===== src/rtl/mul_pkg.sv =====
`default_nettype none
// ============================================================================
// mul_pkg : shared types and constants for the radix-4 Booth multiply unit
// Revision: 1.0
// ============================================================================
package mul_pkg;

    typedef enum logic [1:0] {
        IDLE = 2'd0,
        RUN  = 2'd1,
        DONE = 2'd2
    } state_t;

    localparam int NUM_DIGITS = 16;
    localparam int PP_W       = 34;
    localparam int ACC_W      = 64;

    // Recode triple {b[2j+1], b[2j], b[2j-1]}
    localparam logic [2:0] BOOTH_Z0  = 3'b000;
    localparam logic [2:0] BOOTH_P1A = 3'b001;
    localparam logic [2:0] BOOTH_P1B = 3'b010;
    localparam logic [2:0] BOOTH_P2  = 3'b011;
    localparam logic [2:0] BOOTH_M2  = 3'b100;
    localparam logic [2:0] BOOTH_M1A = 3'b101;
    localparam logic [2:0] BOOTH_M1B = 3'b110;
    localparam logic [2:0] BOOTH_Z1  = 3'b111;

endpackage
`default_nettype wire


===== src/rtl/booth_pp_gen.sv =====
`default_nettype none
// ============================================================================
// booth_pp_gen : combinational radix-4 Booth partial-product selector
// Revision: 1.0
// ============================================================================
module booth_pp_gen
    import mul_pkg::*;
(
    input  logic [31:0]     a,
    input  logic [2:0]      triple,
    output logic [PP_W-1:0] pp
);

    // Two guard bits keep -a and -2a exact even for a = -2^31
    logic [PP_W-1:0] a_ext;
    assign a_ext = {{(PP_W-32){a[31]}}, a};

    always_comb begin
        pp = '0;
        case (triple)
            BOOTH_Z0, BOOTH_Z1:   pp = '0;
            BOOTH_P1A, BOOTH_P1B: pp = a_ext;
            BOOTH_P2:             pp = a_ext << 1;
            BOOTH_M2:             pp = -(a_ext << 1);
            BOOTH_M1A, BOOTH_M1B: pp = -a_ext;
            default:              pp = '0;
        endcase
    end

endmodule
`default_nettype wire


===== src/rtl/mul_sequencer.sv =====
`default_nettype none
// ============================================================================
// mul_sequencer : multi-cycle 32x32 signed radix-4 Booth multiplier
// Revision: 1.0
// ============================================================================
module mul_sequencer
    import mul_pkg::*;
#(
    parameter int DIGITS_PER_CYCLE = 1   // 1, 2, 4 or 8
) (
    input  logic        clk,
    input  logic        rst_n,
    input  logic        start,
    input  logic [31:0] op_a,
    input  logic [31:0] op_b,
    output logic        busy,
    output logic        done,
    output logic [31:0] hi,
    output logic [31:0] lo
);

    localparam int         KW     = 5;
    localparam logic [KW-1:0] K_STEP = KW'(DIGITS_PER_CYCLE);
    localparam logic [KW-1:0] K_END  = KW'(NUM_DIGITS);

    state_t            state;
    state_t            state_next;
    logic [31:0]       a_r;
    logic [31:0]       b_r;
    logic [ACC_W-1:0]  acc;
    logic [KW-1:0]     k;
    logic [KW-1:0]     k_next;
    logic [32:0]       b_ext;
    logic [ACC_W-1:0]  step_sum;
    logic [ACC_W-1:0]  acc_sum;
    logic [ACC_W-1:0]  pp_shifted [DIGITS_PER_CYCLE];

    // Implicit b[-1] = 0 sits at bit 0, so digit j's triple starts at bit 2j
    assign b_ext  = {b_r, 1'b0};
    assign k_next = k + K_STEP;

    generate
        for (genvar g = 0; g < DIGITS_PER_CYCLE; g++) begin : g_digit
            logic [5:0]      digit_pos;
            logic [2:0]      triple;
            logic [PP_W-1:0] pp;

            assign digit_pos = {k, 1'b0} + 6'(2 * g);
            assign triple    = 3'(b_ext >> digit_pos);

            booth_pp_gen u_pp (
                .a      (a_r),
                .triple (triple),
                .pp     (pp)
            );

            assign pp_shifted[g] = {{(ACC_W-PP_W){pp[PP_W-1]}}, pp} << digit_pos;
        end
    endgenerate

    always_comb begin
        step_sum = '0;
        for (int i = 0; i < DIGITS_PER_CYCLE; i++) begin
            step_sum = step_sum + pp_shifted[i];
        end
    end

    assign acc_sum = acc + step_sum;

    always_comb begin
        state_next = state;
        case (state)
            IDLE:    if (start) state_next = RUN;
            RUN:     if (k_next >= K_END) state_next = DONE;
            DONE:    state_next = IDLE;
            default: state_next = IDLE;
        endcase
    end

    always_ff @(posedge clk) begin
        if (!rst_n) begin
            state <= IDLE;
            a_r   <= '0;
            b_r   <= '0;
            acc   <= '0;
            k     <= '0;
            hi    <= '0;
            lo    <= '0;
        end else begin
            state <= state_next;
            case (state)
                IDLE: begin
                    if (start) begin
                        a_r <= op_a;
                        b_r <= op_b;
                        acc <= '0;
                        k   <= '0;
                    end
                end
                RUN: begin
                    acc <= acc_sum;
                    k   <= k_next;
                    if (state_next == DONE) begin
                        hi <= acc_sum[63:32];
                        lo <= acc_sum[31:0];
                    end
                end
                default: ;
            endcase
        end
    end

    assign busy = (state != IDLE);
    assign done = (state == DONE);

endmodule
`default_nettype wire

===== config.mk =====
export PLATFORM = sky130hd
export DESIGN_NAME = mul_sequencer
export DESIGN_NICKNAME = d
export VERILOG_FILES = /design/src/rtl/mul_pkg.sv /design/src/rtl/booth_pp_gen.sv /design/src/rtl/mul_sequencer.sv
export SDC_FILE = /design/constraint.sdc
export NUM_CORES = 1
export LEC_CHECK = 0
export ABC_CLOCK_PERIOD_IN_PS = 6600
export BUFFER_PORTS_ARGS = -buffer_cell sky130_fd_sc_hd__buf_2
export CORE_AREA = 2 2 157 190
export DETAILED_ROUTE_END_ITERATION = 12
export DIE_AREA = 0 0 159 192
export PLACE_DENSITY = 0.78
export SLEW_MARGIN = 20
export SYNTH_ARGS = -nofsm -noshare
export SYNTH_HDL_FRONTEND = slang
export SYNTH_SLANG_ARGS = --single-unit
export TNS_END_PERCENT = 20

===== constraint.sdc =====
create_clock -name clk -period 6.6 [get_ports clk]
set_input_delay 0.33 -clock clk [delete_from_list [all_inputs] [get_ports clk]]
set_output_delay 0.33 -clock clk [all_outputs]
set_load 0.01 [all_outputs]

==> results of run 1 <==
critical path, cell delays in order, from the launching register on:
cell,delay (ns)
dfxtp_4,0.39
mux2_4,0.30
mux4_2,0.50
o211ai_1,0.24
buf_6,0.20
xnor2_4,0.16
nor2_4,0.08
buf_6,0.14
a221oi_2,0.31
nand2_1,0.16
mux4_2,0.49
a222oi_1,0.47
buf_4,0.19
o22a_1,0.17
nor2_1,0.05
buf_4,0.16
ha_1,0.29
o21a_1,0.11
o211ai_1,0.16
a311oi_2,0.36
a311oi_1,0.14
buf_4,0.18
or3_4,0.39
a21o_1,0.20
a211oi_2,0.25
o21bai_1,0.13
a21o_1,0.17
a32o_1,0.20
synthesized netlist by cell type (7+ instances only):
cell type  count  area, sq um
mux2_2        17          191
and2_1        27          169
o311ai_0       7         61.3
a31o_2        11         96.3
nand4_1       20          125
or3_1         22          138
a31oi_1       37          231
buf_2         13         65.1
a32oi_1        7         61.3
a22oi_1       49          368
xnor2_1       47          412
nand2b_1      17          106
nand2_1      336         1260
a21o_1        55          413
o21ai_0       84          420
o211ai_1      19          143
dfxtp_1      199         3980
o221ai_1       8         70.1
nor2b_1       20          125
xor2_1        20          175
nor4_1        19          119
a221oi_1      15          131
inv_1         41          154
mux2i_1       39          390
nand3_1       62          310
and3_1         8         50.1
o22ai_1       21          131
a221o_1        7         70.1
mux4_2        31          698
nor3_1        55          275
nor3b_1       11         82.6
ha_1          65          813
a211oi_1      24          180
a21oi_1      243         1220
o21bai_1      18          135
o21a_1        22          165
a2bb2oi_1      9         78.8
nor2_1       172          646
o31ai_1       10         75.1
a22o_1        12          105
buf_1         18         67.6
clkbuf_1     143          537
through the flow:
stage,setup slack [ns],utilization
3_5_place_dp,-0.363,0.680
5_1_grt,-0.335,0.735
4_1_cts,0.00147,0.709
3_3_place_gp,-0.212,0.680
2_1_floorplan,0.00687,-
6_report,-0.120,0.735
power groups by stage:
stage / Clock, W / Sequential [W] / Combinational (W)
final: 0.00113 / 0.00130 / 0.00173
after global routing: 0.00118 / 0.00130 / 0.00185
after CTS: 0.00113 / 0.00129 / 0.00161
after detailed placement: 0 / 0.00132 / 0.00158
after global placement: 0 / 0.00132 / 0.00155
after floorplan: 0 / 0.00130 / 0.000877
cell usage in the layout, fill, tap and decap left out, types with 17 or more instances in the layout:
master and instances:
nor3_1 52, o21a_1 22, inv_1 41, a31oi_1 30, o22ai_1 21, a21o_1 55, buf_4 410, xor2_1 20
o21ai_1 17, xnor2_1 43, nand3_1 61, nand2_1 330, or3_1 20, o211ai_1 19, nand2b_1 17, ha_1 64
clkbuf_16 19, mux4_2 31, a21oi_1 236, and2_1 25, nor2b_1 17, nor2_1 170, dfxtp_1 195, mux2i_1 28
buf_2 134, a211oi_1 18, nand4_1 20, a22oi_1 46, o21ai_0 65
final cells by class:
type	instances	area, sq um
multi-input cells	1737	11700
fillers	2342	7590
repair buffers	562	4020
flip-flops and latches	199	4000
well taps	385	482
clock buffers	18	429
inverters	47	183
clock inverters	14	178
sequential cells by signal, indices dropped and copies added (netlist names):
register / count
hi: 32
state: 2
a_r: 32
b_r: 32
k: 5
acc: 64
lo: 32
metal layers:
layer,global-route usage,part of all wire
met2,0.630,0.48
met1,0.430,0.39
met3,0.0566,0.066
met5,0,0
met4,0.210,0.062
kinds of logic after synthesis:
family                   after synthesis  share of synthesized area
AO/OA/AOI/OAI                        722                      0.298
XOR/XNOR                              67                     0.0369
adder cells (fa/ha/maj)               66                     0.0524
buffers and inverters                222                     0.0539
flip-flops                           199                      0.251
multiplexers                          87                     0.0806
AND/OR/NAND/NOR                      795                      0.227
path summary, 6_finish.rpt:
| path | from | endpoint | slack, ns |
|---|---|---|---|
| setup / recovery | k[2]$_SDFFE_PN0P_ | acc[61]$_SDFFE_PN0P_ | -0.12 |
| hold / removal | op_a[23] | a_r[23]$_SDFFE_PN0P_ | 0.09 |
| setup reg to reg | k[2]$_SDFFE_PN0P_ | acc[61]$_SDFFE_PN0P_ | -0.12 |
| hold reg to reg | hi[3]$_SDFFE_PN0P_ | hi[3]$_SDFFE_PN0P_ | 0.45 |
repair_timing:
| item | 4_1_cts | 5_1_grt |
|---|---|---|
| gates resized for setup | 43 | 114 |
| setup endpoints to repair | 33 | 52 |
| gates cloned | 0 | 4 |
| pin swaps | 7 | 55 |
| hold buffers | 0 | 0 |
| setup buffers | 3 | 22 |
==> flow_metrics.py, run 1 <==
metrics = {
    "run_status": {
        "status": "finished with violations",
        "violations": "negative setup slack",
    },
    "sta": {
        "hold_viol_final": 0,
        "worst_slew_pin_slew_ns": 1.12,
        "hold-worst-slack_ns": 0.0871,
        "period_share": 1.02,
        "layout_setup_ws_ns": -0.120,
        "min_period_ns": 6.72,
        "clock.fmax_mhz": 149,
        "slew_viol_final": 0,
        "rsz0062_at_grt": "true",
        "finalSetupViolations": 5,
        "skew_ns": 0.0133,
        "timing.slew.headroom": 0.255,
        "tns_ns": -0.238,
    },
    "routing": {
        "dr.pass1.iters": 6,
        "routedWlPerCell_um": 19.8,
        "drtIter0Drc": 1917,
        "wirelength_mm": 58.5,
        "vias_per_cell": 6.32,
        "vias": 18700,
        "ant_nets": 0,
        "drcViolationCount": 0,
    },
    "clock_tree": {
        "numClockSinks": 199,
        "path_clk_slew_ns": 0.08,
        "cts-root-buf": "clkbuf_16",
        "clkLatencyLatePin_ns": 0.47,
        "cts_buffer_depth": 2,
        "cts_tree": "built",
        "htreeDepth": 4,
        "cts_buffers": 17,
    },
    "global_routing": {
        "antenna_found_initial": 0,
        "grt_usage": 0.364,
        "grt_overflow": 0,
        "grt_max_degree": 66,
        "grt_pass1_vias": 17600,
        "grt_pass1_wl_mm": 90.5,
    },
    "final_layout": {
        "nets": 2697,
        "design_area_sq_um": 21000,
        "drive_gt1_frac": 0.298,
        "fin_cells": 2962,
        "n_antenna_cell": 0,
        "area_growth_pct": 32.2,
    },
    "floorplanning": {
        "fp.dieW_um": 159,
        "io_pins": 133,
        "fp-row-count": 68,
        "dieArea_sq_um": 30500,
        "start_util": 0.556,
        "die_y_um": 192,
        "core_sq_um": 28600,
    },
    "yosys": {
        "async_flop_share": 0,
        "ys_seq_elements": 199,
        "yosys_warnings": 0,
        "yosysSeqAreaShare": 0.251,
        "synth_fp_nets": 2291,
        "synth_ff_type": "dfxtp_1",
        "netlist_area_sq_um": 15900,
        "synthCells": 2158,
        "ys_types": 76,
        "synth_edf_count": 0,
        "postSynthAreaPerCell_sq_um": 7.36,
    },
    "pwr": {
        "clkPwrFrac": 0.272,
        "pwr-share-seq": 0.312,
        "switching_share": 0.370,
        "total_power_w": 0.00416,
        "p_leak_nw": 9.17,
        "combPwrFrac": 0.417,
        "pwr_density_cell_nw_per_um2": 198,
        "max-vdd-ir-drop_mv": 0.154,
        "intPower_w": 0.00262,
        "p_sw_w": 0.00154,
    },
    "run": {
        "max_cap_violations": 0,
    },
    "worst_setup_path": {
        "crit_path_start_kind": "flop",
        "arrival_ns": 7.08,
        "worstSetupPathType": "reg -> reg",
        "cp-end-kind": "flop",
        "crit_fanout": 7,
        "rr_worst_depth": 27,
        "crit_required_ns": 6.96,
    },
    "placed_design": {
        "hpwl_mm": 43.8,
        "gp_congestion": 1.09,
        "numPortBuffers": 132,
        "dpl-instance-area_sq_um": 19500,
        "dp_cells": 2902,
    },
    "min_path": {
        "holdPathStages": 3,
        "hold_class": "in -> reg",
    },
}
Power figures use the tool's default switching activity.
==> run 2, diff against run 1 <==
--- a/config.mk
+++ b/config.mk
@@ -7,10 +7,9 @@
 export LEC_CHECK = 0
 export ABC_CLOCK_PERIOD_IN_PS = 6600
 export BUFFER_PORTS_ARGS = -buffer_cell sky130_fd_sc_hd__buf_2
-export CORE_AREA = 2 2 157 190
+export CORE_AREA = 2 2 185 224
 export DETAILED_ROUTE_END_ITERATION = 12
-export DIE_AREA = 0 0 159 192
-export PLACE_DENSITY = 0.78
+export DIE_AREA = 0 0 187 226
 export SLEW_MARGIN = 20
 export SYNTH_ARGS = -nofsm -noshare
 export SYNTH_HDL_FRONTEND = slang
==> run 2 against run 1 <==
Compared with the run above: the flow still finishes with violations (negative setup slack); fmax grew 0.29%; via count shrank 3.0%; power is essentially flat; clock power is essentially flat; design area grew 0.57%; critical endpoint unchanged; largest power group unchanged.
==> flow_metrics.py, run 2 (synthesis results as in run 1) <==
metrics = {
    "routing": {
        "vias": 18100,
        "ant_nets": 0,
        "vias_per_cell": 5.81,
        "drcViolationCount": 0,
        "route.met2.wl_mm": 28.8,
        "drtIter0Drc": 1229,
        "wl_met3_mm": 2.39,
        "routedWlPerCell_um": 19.1,
        "dr.pass1.iters": 5,
        "wirelength_mm": 59.7,
        "highest_layer": "met4",
        "drt-met1-wl_mm": 25.8,
    },
    "clock_tree": {
        "numClockSinks": 199,
        "hold_buffers": 0,
        "cts_buffers": 17,
        "path_clk_slew_ns": 0.09,
        "clkLatencyLatePin_ns": 0.50,
        "htreeDepth": 4,
        "cts_buffer_depth": 2,
        "cts-root-buf": "clkbuf_16",
        "cts_tree": "built",
    },
    "pwr": {
        "pwr_density_cell_nw_per_um2": 197,
        "max-vdd-ir-drop_mv": 0.228,
        "switching_share": 0.371,
        "pwr-share-seq": 0.311,
        "intPower_w": 0.00261,
        "combPwrFrac": 0.413,
        "total_power_w": 0.00416,
        "clkPwrFrac": 0.276,
        "p_sw_w": 0.00154,
        "p_leak_nw": 9.14,
    },
    "final_layout": {
        "nets": 2706,
        "regArea_sq_um": 3990,
        "multi_input_area_sq_um": 11600,
        "largest-register": "acc",
        "area_growth_pct": 32.9,
        "n_antenna_cell": 0,
        "drive_gt1_frac": 0.296,
        "fin_cells": 3125,
        "final_common_cell": "buf_4",
        "fill_cells": 4030,
        "largest_reg_flops": 64,
        "final_cell_mix": "buf_4 (427), nand2_1 (332), a21oi_1 (239)",
    },
    "floorplanning": {
        "core_sq_um": 40200,
        "die_y_um": 226,
        "dieArea_sq_um": 42300,
        "fp.dieW_um": 187,
        "start_util": 0.395,
        "fp-row-count": 81,
        "io_pins": 133,
    },
    "run_status": {
        "status": "finished with violations",
        "violations": "negative setup slack",
    },
    "sta": {
        "layout_setup_ws_ns": -0.101,
        "clock.fmax_mhz": 149,
        "timing.slew.headroom": 0.233,
        "min_period_ns": 6.70,
        "period_share": 1.02,
        "worst_slew_pin_slew_ns": 1.15,
        "hold_viol_final": 0,
        "rsz0062_at_grt": "true",
        "finalSetupViolations": 4,
        "hold-worst-slack_ns": 0.0649,
        "slew_viol_final": 0,
        "skew_ns": 0.0172,
    },
    "run": {
        "max_cap_violations": 0,
    },
    "placed_design": {
        "numPortBuffers": 132,
        "hpwl_mm": 46.5,
        "gp_congestion": 0.992,
        "pre_cts_ws_ns": -0.305,
        "dp_cells": 3077,
    },
    "global_routing": {
        "grt_overflow": 0,
        "grt_pass1_vias": 17300,
        "grt_usage": 0.277,
        "antenna_found_initial": 0,
        "grt_max_degree": 65,
        "grt_pass1_wl_mm": 93.6,
    },
    "worst_setup_path": {
        "crit_fanout": 11,
        "crit_required_ns": 6.99,
        "cp-end-kind": "flop",
        "crit_path_start_kind": "flop",
        "arrival_ns": 7.09,
        "worstSetupPathType": "reg -> reg",
    },
    "min_path": {
        "hold_class": "in -> reg",
    },
}
-- run 2: changes by cell type in the layout (fill, tap and decap cells not counted), sizes merged --
cell | previous run | this run
buf | 560 | 570
clkinv | 5 | 9
clkbuf | 20 | 18
inv | 52 | 50
clkinvlp | 2 | 1
-- run 2: timing repair --
action                                  CTS  global route
endpoints found under the hold margin     0             0
cloned                                    0             1
resized for setup                        29            94
buffers inserted                          1            15
pin swaps                                 4            56
endpoints found under the setup margin   32            57
-- run 2: routing by layer --
layer | up-vias | GRT usage
met5 | - | 0
met1 | 8624 | 0.343
met2 | 584 | 0.476
li1 | 8784 | -
met3 | 151 | 0.0336
met4 | 0 | 0.140
-- run 2: area by class of cell --
class,count,area share
Inverter,47,0.00847
Clock buffer,17,0.0201
Sequential cell,199,0.189
Tap cell,539,0.0319
Clock inverter,15,0.00984
Multi-Input combinational cell,1737,0.549
Timing Repair Buffer,571,0.192
-- run 2: power by group through the flow --
| stage | Clock [W] | Sequential [W] | Combinational [W] |
|---|---|---|---|
| final | 0.00115 | 0.00129 | 0.00172 |
| after CTS | 0.00117 | 0.00129 | 0.00163 |
| after global placement | 0 | 0.00132 | 0.00159 |
| after floorplan | 0 | 0.00130 | 0.000877 |
| after global routing | 0.00121 | 0.00130 | 0.00185 |
| after detailed placement | 0 | 0.00132 | 0.00161 |
-- run 2: worst paths after layout --
path	start	end	slack [ns]	cells after the start
setup reg to reg	k[1]$_SDFFE_PN0P_	acc[61]$_SDFFE_PN0P_	-0.10	27
setup / recovery	k[1]$_SDFFE_PN0P_	acc[61]$_SDFFE_PN0P_	-0.10	27
hold / removal	op_b[7]	b_r[7]$_SDFFE_PN0P_	0.06	3
hold reg to reg	lo[23]$_SDFFE_PN0P_	lo[23]$_SDFFE_PN0P_	0.45	2
-- run 2: worst max-delay path, cell delays in order (launching register included) --
cell,delay [ns]
dfxtp_4,0.43
buf_4,0.17
mux4_2,0.52
a22oi_2,0.24
o31ai_2,0.13
nand3_4,0.14
buf_12,0.14
o22ai_1,0.06
a221oi_1,0.32
o21ai_1,0.18
mux4_2,0.51
a222oi_1,0.41
buf_4,0.19
a2bb2oi_2,0.16
nor2_1,0.07
ha_1,0.31
and4_4,0.23
nor2b_4,0.22
a31oi_4,0.12
a311oi_2,0.38
a311oi_1,0.14
buf_4,0.18
or3_4,0.33
a21o_1,0.21
a211oi_2,0.28
o21bai_1,0.15
a21o_1,0.18
a32o_1,0.20
-- run 2: through the flow --
step                      utilization  area, sq um  TNS [ns]
after floorplan                     -        15900         0
after global placement          0.492        19800    -0.671
after detailed placement        0.492        19800     -1.98
after CTS                       0.511        20500         0
after global routing            0.525        21100     -6.63
final                           0.525        21100    -0.206
